## src/rtl/uart_dbg_bridge.sv

```systemverilog
// uart_dbg_bridge: turns a UART byte stream into memory-mapped bus accesses
// and sends the response bytes back through the UART transmitter.
//   'W' A3..A0 D3..D0 -> write, responds ACK_BYTE
//   'R' A3..A0        -> read, responds R3..R0
//   anything else     -> NAK_BYTE
// Optional feature macro: UART_DBG_BRIDGE_AUTOINC_EN
//   adds 'w'/'r' (reuse current address) and post-access address += 4.
module uart_dbg_bridge #(
  parameter int unsigned TIMEOUT_CYCLES = 640000,
  parameter logic [7:0]  ACK_BYTE       = 8'h4B,
  parameter logic [7:0]  NAK_BYTE       = 8'h3F
) (
  input  logic        clk,
  input  logic        rst,
  input  logic        rx_valid,
  input  logic [7:0]  rx_data,
  output logic        tx_en,
  output logic [7:0]  tx_data,
  input  logic        tx_busy,
  output logic [31:0] mem_addr,
  output logic [31:0] mem_wdata,
  output logic        mem_we,
  output logic        mem_re,
  input  logic [31:0] mem_rdata,
  output logic        busy
);

  localparam logic [2:0] S_IDLE       = 3'd0;
  localparam logic [2:0] S_ADDR       = 3'd1;
  localparam logic [2:0] S_DATA       = 3'd2;
  localparam logic [2:0] S_BUS        = 3'd3;
  localparam logic [2:0] S_RESP_LOAD  = 3'd4;
  localparam logic [2:0] S_RESP_GUARD = 3'd5;
  localparam logic [2:0] S_RESP_WAIT  = 3'd6;

  localparam logic [7:0] CMD_WRITE = 8'h57;
  localparam logic [7:0] CMD_READ  = 8'h52;
`ifdef UART_DBG_BRIDGE_AUTOINC_EN
  localparam logic [7:0] CMD_WRITE_INC = 8'h77;
  localparam logic [7:0] CMD_READ_INC  = 8'h72;
`endif

  // Last count value before the timeout fires; unused when the timeout is disabled.
  localparam logic [31:0] TMO_LAST = (TIMEOUT_CYCLES == 0) ? 32'd0 : TIMEOUT_CYCLES - 32'd1;

  logic [2:0]  r_state;
  logic        r_is_write;
  logic [1:0]  r_cnt;
  logic [31:0] r_tmo;
  logic [31:0] r_addr;
  logic [31:0] r_wdata;
  logic [7:0]  r_tx_data;
  logic [23:0] r_resp;   // response bytes still to be sent, MSB first
  logic [1:0]  r_left;   // number of bytes remaining in r_resp
  logic        w_in_cmd;
  logic        w_tmo_hit;

  assign w_in_cmd  = (r_state == S_ADDR) || (r_state == S_DATA);
  // A byte arriving in the match cycle wins over the timeout.
  assign w_tmo_hit = (TIMEOUT_CYCLES != 0) && w_in_cmd && !rx_valid && (r_tmo == TMO_LAST);

  assign tx_en     = (r_state == S_RESP_LOAD);
  assign tx_data   = r_tx_data;
  assign mem_addr  = r_addr;
  assign mem_wdata = r_wdata;
  assign mem_we    = (r_state == S_BUS) && r_is_write;
  assign mem_re    = (r_state == S_BUS) && !r_is_write;
  assign busy      = (r_state != S_IDLE);

  // Inter-byte idle counter, only live while collecting command fields.
  always_ff @(posedge clk or posedge rst) begin
    if (rst) begin
      r_tmo <= 32'd0;
    end else if (w_in_cmd && !rx_valid && !w_tmo_hit && (TIMEOUT_CYCLES != 0)) begin
      r_tmo <= r_tmo + 32'd1;
    end else begin
      r_tmo <= 32'd0;
    end
  end

  // Command decode, field collection, bus access and response sequencing.
  always_ff @(posedge clk or posedge rst) begin
    if (rst) begin
      r_state    <= S_IDLE;
      r_is_write <= 1'b0;
      r_cnt      <= 2'd0;
      r_addr     <= 32'd0;
      r_wdata    <= 32'd0;
      r_tx_data  <= 8'd0;
      r_resp     <= 24'd0;
      r_left     <= 2'd0;
    end else begin
      case (r_state)
        S_IDLE: begin
          if (rx_valid) begin
            r_cnt <= 2'd0;
            if (rx_data == CMD_WRITE) begin
              r_is_write <= 1'b1;
              r_state    <= S_ADDR;
            end else if (rx_data == CMD_READ) begin
              r_is_write <= 1'b0;
              r_state    <= S_ADDR;
`ifdef UART_DBG_BRIDGE_AUTOINC_EN
            end else if (rx_data == CMD_WRITE_INC) begin
              r_is_write <= 1'b1;
              r_state    <= S_DATA;
            end else if (rx_data == CMD_READ_INC) begin
              r_is_write <= 1'b0;
              r_state    <= S_BUS;
`endif
            end else begin
              r_tx_data <= NAK_BYTE;
              r_left    <= 2'd0;
              r_state   <= S_RESP_LOAD;
            end
          end
        end
        S_ADDR: begin
          if (rx_valid) begin
            r_addr <= {r_addr[23:0], rx_data};
            r_cnt  <= r_cnt + 2'd1;
            if (r_cnt == 2'd3) begin
              r_state <= r_is_write ? S_DATA : S_BUS;
            end
          end else if (w_tmo_hit) begin
            r_state <= S_IDLE;
          end
        end
        S_DATA: begin
          if (rx_valid) begin
            r_wdata <= {r_wdata[23:0], rx_data};
            r_cnt   <= r_cnt + 2'd1;
            if (r_cnt == 2'd3) begin
              r_state <= S_BUS;
            end
          end else if (w_tmo_hit) begin
            r_state <= S_IDLE;
          end
        end
        S_BUS: begin
          if (r_is_write) begin
            r_tx_data <= ACK_BYTE;
            r_left    <= 2'd0;
          end else begin
            r_tx_data <= mem_rdata[31:24];
            r_resp    <= mem_rdata[23:0];
            r_left    <= 2'd3;
          end
`ifdef UART_DBG_BRIDGE_AUTOINC_EN
          r_addr <= r_addr + 32'd4;
`endif
          r_state <= S_RESP_LOAD;
        end
        S_RESP_LOAD: begin
          r_state <= S_RESP_GUARD;
        end
        S_RESP_GUARD: begin
          // Transmitter may not have raised tx_busy yet; do not look at it here.
          r_state <= S_RESP_WAIT;
        end
        S_RESP_WAIT: begin
          if (!tx_busy) begin
            if (r_left != 2'd0) begin
              r_tx_data <= r_resp[23:16];
              r_resp    <= {r_resp[15:0], 8'h00};
              r_left    <= r_left - 2'd1;
              r_state   <= S_RESP_LOAD;
            end else begin
              r_state <= S_IDLE;
            end
          end
        end
        default: begin
          r_state <= S_IDLE;
        end
      endcase
    end
  end

endmodule

```

## config.mk

```make
export PLATFORM = sky130hd
export DESIGN_NAME = uart_dbg_bridge
export DESIGN_NICKNAME = d
export VERILOG_FILES = /design/src/rtl/uart_dbg_bridge.sv
export SDC_FILE = /design/constraint.sdc
export NUM_CORES = 1
export LEC_CHECK = 0
export BUFFER_PORTS_ARGS = -buffer_cell sky130_fd_sc_hd__buf_2
export CORE_MARGIN = 3
export CORE_UTILIZATION = 52
export CTS_BUF_LIST = sky130_fd_sc_hd__clkbuf_8
export DETAILED_ROUTE_END_ITERATION = 10
export PLACE_DENSITY = 0.81
export REMOVE_ABC_BUFFERS = 1
export SKIP_CTS_REPAIR_TIMING = 1
export SLEW_MARGIN = 0
export SYNTH_ARGS = -nofsm -noshare
export SYNTH_HDL_FRONTEND = slang
export SYNTH_SLANG_ARGS = --single-unit
export TNS_END_PERCENT = 100
```

## constraint.sdc

```tcl
create_clock -name clk -period 4.45 [get_ports clk]
set_input_delay 0.6675 -clock clk [delete_from_list [all_inputs] [get_ports clk]]
set_output_delay 0.6675 -clock clk [all_outputs]
set_load 0.01 [all_outputs]
```

==> impl_metrics.csv <==
group,metric,value,unit
synthesis,synth.avg_cell_area,11.5,µm²
layout,fillers,858,
synthesis,yosys-top-cells-area,"dfrtp_1, mux2_2, mux2i_1",
timing,slew-limit-headroom,35.2,%
global_routing,first_global_vias,4762,
setup_path,required,3780,ps
power_and_ir_drop,pwr-share-seq,46.9,%
detailed_routing,via_per_inst,5.85,
synthesis,synth_cell_types,51,
die,die_w,116,µm
synthesis,synth_top_cell_area_share,53.9,%
detailed_routing,vias,4772,
clock_network,clockBufferDepth,2,
synthesis,ys_seq_elements,136,
place,dp_hpwl,9.81,mm
timing,worst_pin_slew,972,ps
timing,finalHoldViolations,0,
clock_network,cts.clk_slew.worst_paths,80,ps
clock_network,clock_sinks,136,
die,rows,39,
detailed_routing,ant_nets,0,
place,place.gp.congestion,0.896,
global_routing,grt_usage,21.8,%
die,initial_core_util,54.1,%
setup_path,cp-end-kind,"output port",
timing,rsz0062_at_grt,"false",
layout,final_util,63.3,%
setup_path,critPathLaunchType,"flip-flop",
power_and_ir_drop,intPower,2750,µW
detailed_routing,first_iter_violations,353,
timing,hold_slack,383,ps
setup_path,critPathMaxStageDelay,860,ps
synthesis,async_flop_share,100,%
place,port_buffers,119,
detailed_routing,first_pass_iters,5,
die,coreArea,0.0117,mm²
global_routing,grt_overflow,0,
detailed_routing,drcViolationCount,0,
clock_network,cts_buffers,17,
clock_network,clock_latency,450,ps
global_routing,grt_max_degree,67,
power_and_ir_drop,p_per_area,559,mW/mm²
detailed_routing,routed_wirelength,14.2,mm
power_and_ir_drop,max-vdd-ir-drop,0.384,mV
synthesis,ys_seq_area_share,53.9,%
setup_path,cp_cell_sequence,"nand2_1, or3_1, inv_1, buf_2",
clock_network,tritoncts,"built",
die,fp.dieH,116,µm
synthesis,synth_area,0.00631,mm²
setup_path,reg2reg_depth,5,
die,io_pins,120,
power_and_ir_drop,power,4130,µW
outcome,status,"finished, final reports clean",
layout,multi_input_area,0.00274,mm²
setup_path,arrival,2470,ps
detailed_routing,wl_per_cell,17.4,µm
worst_hold_path,hp-class,"primary input to asynchronous set/reset pin",
layout,nNetsFinal,708,
layout,antenna-diode-count,0,
timing,period_needed,3140,ps
power_and_ir_drop,power.switching,1380,µW
global_routing,grt_pass1_wl,23.2,mm
power_and_ir_drop,p_sw_share,33.5,%
synthesis,dominantRegCellSynth,"dfrtp_1",
layout,area_growth,17.0,%
layout,drive_gt1_share,36.1,%
timing,fin_setup_tns,0,ps
synthesis,ys.warnings.count,0,
timing,slew_violations,0,
setup_path,cp_max_fo,26,
timing,setup_violations,0,
power_and_ir_drop,power_frac_clock,23.6,%
synthesis,synth_most_common_cell,"dfrtp_1",
synthesis,synth_edf_count,0,
clock_network,clockRootBuffer,"clkbuf_8",
setup_path,cp_slowest_cell,"dfrtp_1",
die,die-area,0.0135,mm²
layout,ff_latch_area,0.00340,mm²
power_and_ir_drop,combPwrFrac,29.5,%
global_routing,antenna_found_initial,0,
synthesis,synth_common_cells,"dfrtp_1, mux2_2, nand2_1, o21ai_0, nor2_1",
clock_network,h-tree-depth,4,
power_and_ir_drop,leakage,0.00349,µW
flow_run,drv_cap,0,
timing,fmax,318,MHz
synthesis,yosysTopAreaCell,"dfrtp_1",
setup_path,critPathKind,"flip-flop to output port",
timing,period_share,70.6,%
timing,clock-skew-final,9.32,ps
synthesis,syn_inst,550,
==> logic make-up (layout without fill, tap and decap cells) <==
family	Yosys count	in the layout	share of synthesized area (%)
AND/OR/NAND/NOR	166	166	14.9
flip-flops	136	136	53.9
AO/OA/AOI/OAI	101	101	10.3
multiplexers	91	91	15.9
buffers and inverters	43	166	3.05
XOR/XNOR	10	10	1.39
adder cells (fa/ha/maj)	3	3	0.595
==> layer usage <==
layer  GRT usage [%]  share of wire, %  up-vias
li1                -                 -     2250
met1            27.2                41     2354
met2            35.7                51      140
met3            6.68               5.7       28
met4            8.82               2.2        0
met5               0                 0        -
==> registers in the layout (all words and copies together) (netlist names) <==
name,cells
r_resp,24
r_is_write,1
mem_addr,32
r_left,2
r_state,3
mem_wdata,32
tx_data,8
r_cnt,2
r_tmo,32
==> per-stage QoR <==
stage / setup WS, ps / instance area, µm² / instances
floorplan: 143 / 6160 / 518
global placement: 1810 / 7000 / 785
detailed placement: 1780 / 7000 / 785
CTS: 1290 / 7390 / 816
global route: 1100 / 7390 / 816
finish: 1310 / 7390 / 816
==> cell usage in the layout (no fill, tap or decap), drive strengths merged, types with 2 or more instances in the layout <==
| cell type | Yosys | layout |
|---|---|---|
| mux2i | 18 | 18 |
| nor3b | 2 | 2 |
| clkbuf | 15 | 23 |
| or3b | 2 | 2 |
| a22o | 12 | 12 |
| nor2b | 7 | 7 |
| dfrtp | 136 | 136 |
| o22ai | 4 | 4 |
| or3 | 12 | 12 |
| nand2 | 44 | 44 |
| and4 | 7 | 7 |
| nor4b | 2 | 2 |
| nor3 | 5 | 5 |
| a21oi | 24 | 24 |
| clkinv | 0 | 5 |
| and3 | 2 | 2 |
| or4 | 13 | 13 |
| o31ai | 13 | 13 |
| mux2 | 73 | 73 |
| inv | 11 | 12 |
| nor4 | 9 | 9 |
| and2 | 3 | 3 |
| ha | 3 | 3 |
| a31oi | 7 | 7 |
| nand3 | 10 | 10 |
| xnor2 | 5 | 5 |
| o21ai | 30 | 30 |
| buf | 17 | 124 |
| nor2 | 24 | 24 |
| xor2 | 5 | 5 |
| nand4 | 15 | 15 |
| nor4bb | 2 | 2 |
| nand2b | 5 | 5 |
| o211ai | 4 | 4 |
==> power groups by stage <==
stage,clock [µW],combinational [µW],sequential (µW)
6_report,975,1220,1940
5_1_grt,1040,1340,2000
4_1_cts,998,1230,1940
3_5_place_dp,0,1230,1950
3_3_place_gp,0,1180,1920
2_1_floorplan,0,653,2000
==> critical path, delay by kind of cell (launching register included) <==
kind                   cells  cell delay, ps
flip-flops                 1             860
AND/OR/NAND/NOR            2             640
buffers and inverters      2             520
==> cell type report <==
| type | instances | area share (%) |
|---|---|---|
| Sequential cell | 136 | 46.1 |
| Multi-Input combinational cell | 371 | 37.1 |
| Timing Repair Buffer | 124 | 8.57 |
| Inverter | 11 | 0.593 |
| Clock inverter | 8 | 0.949 |
| Tap cell | 143 | 2.42 |
| Clock buffer | 23 | 4.29 |
==> final timing paths <==
kind,start,end,slack [ps]
worst max-delay path,r_state[1],mem_re,1310
worst min-delay path,rst,r_tmo[31],380
worst max register to register,r_tmo[0],r_tmo[11],1760
worst min register to register,r_resp[8],r_resp[8],480
max in group asynchronous,rst,r_tmo[16],3060
min in group clk,mem_rdata[0],r_resp[0],450
(Power assumes the default switching activity.)
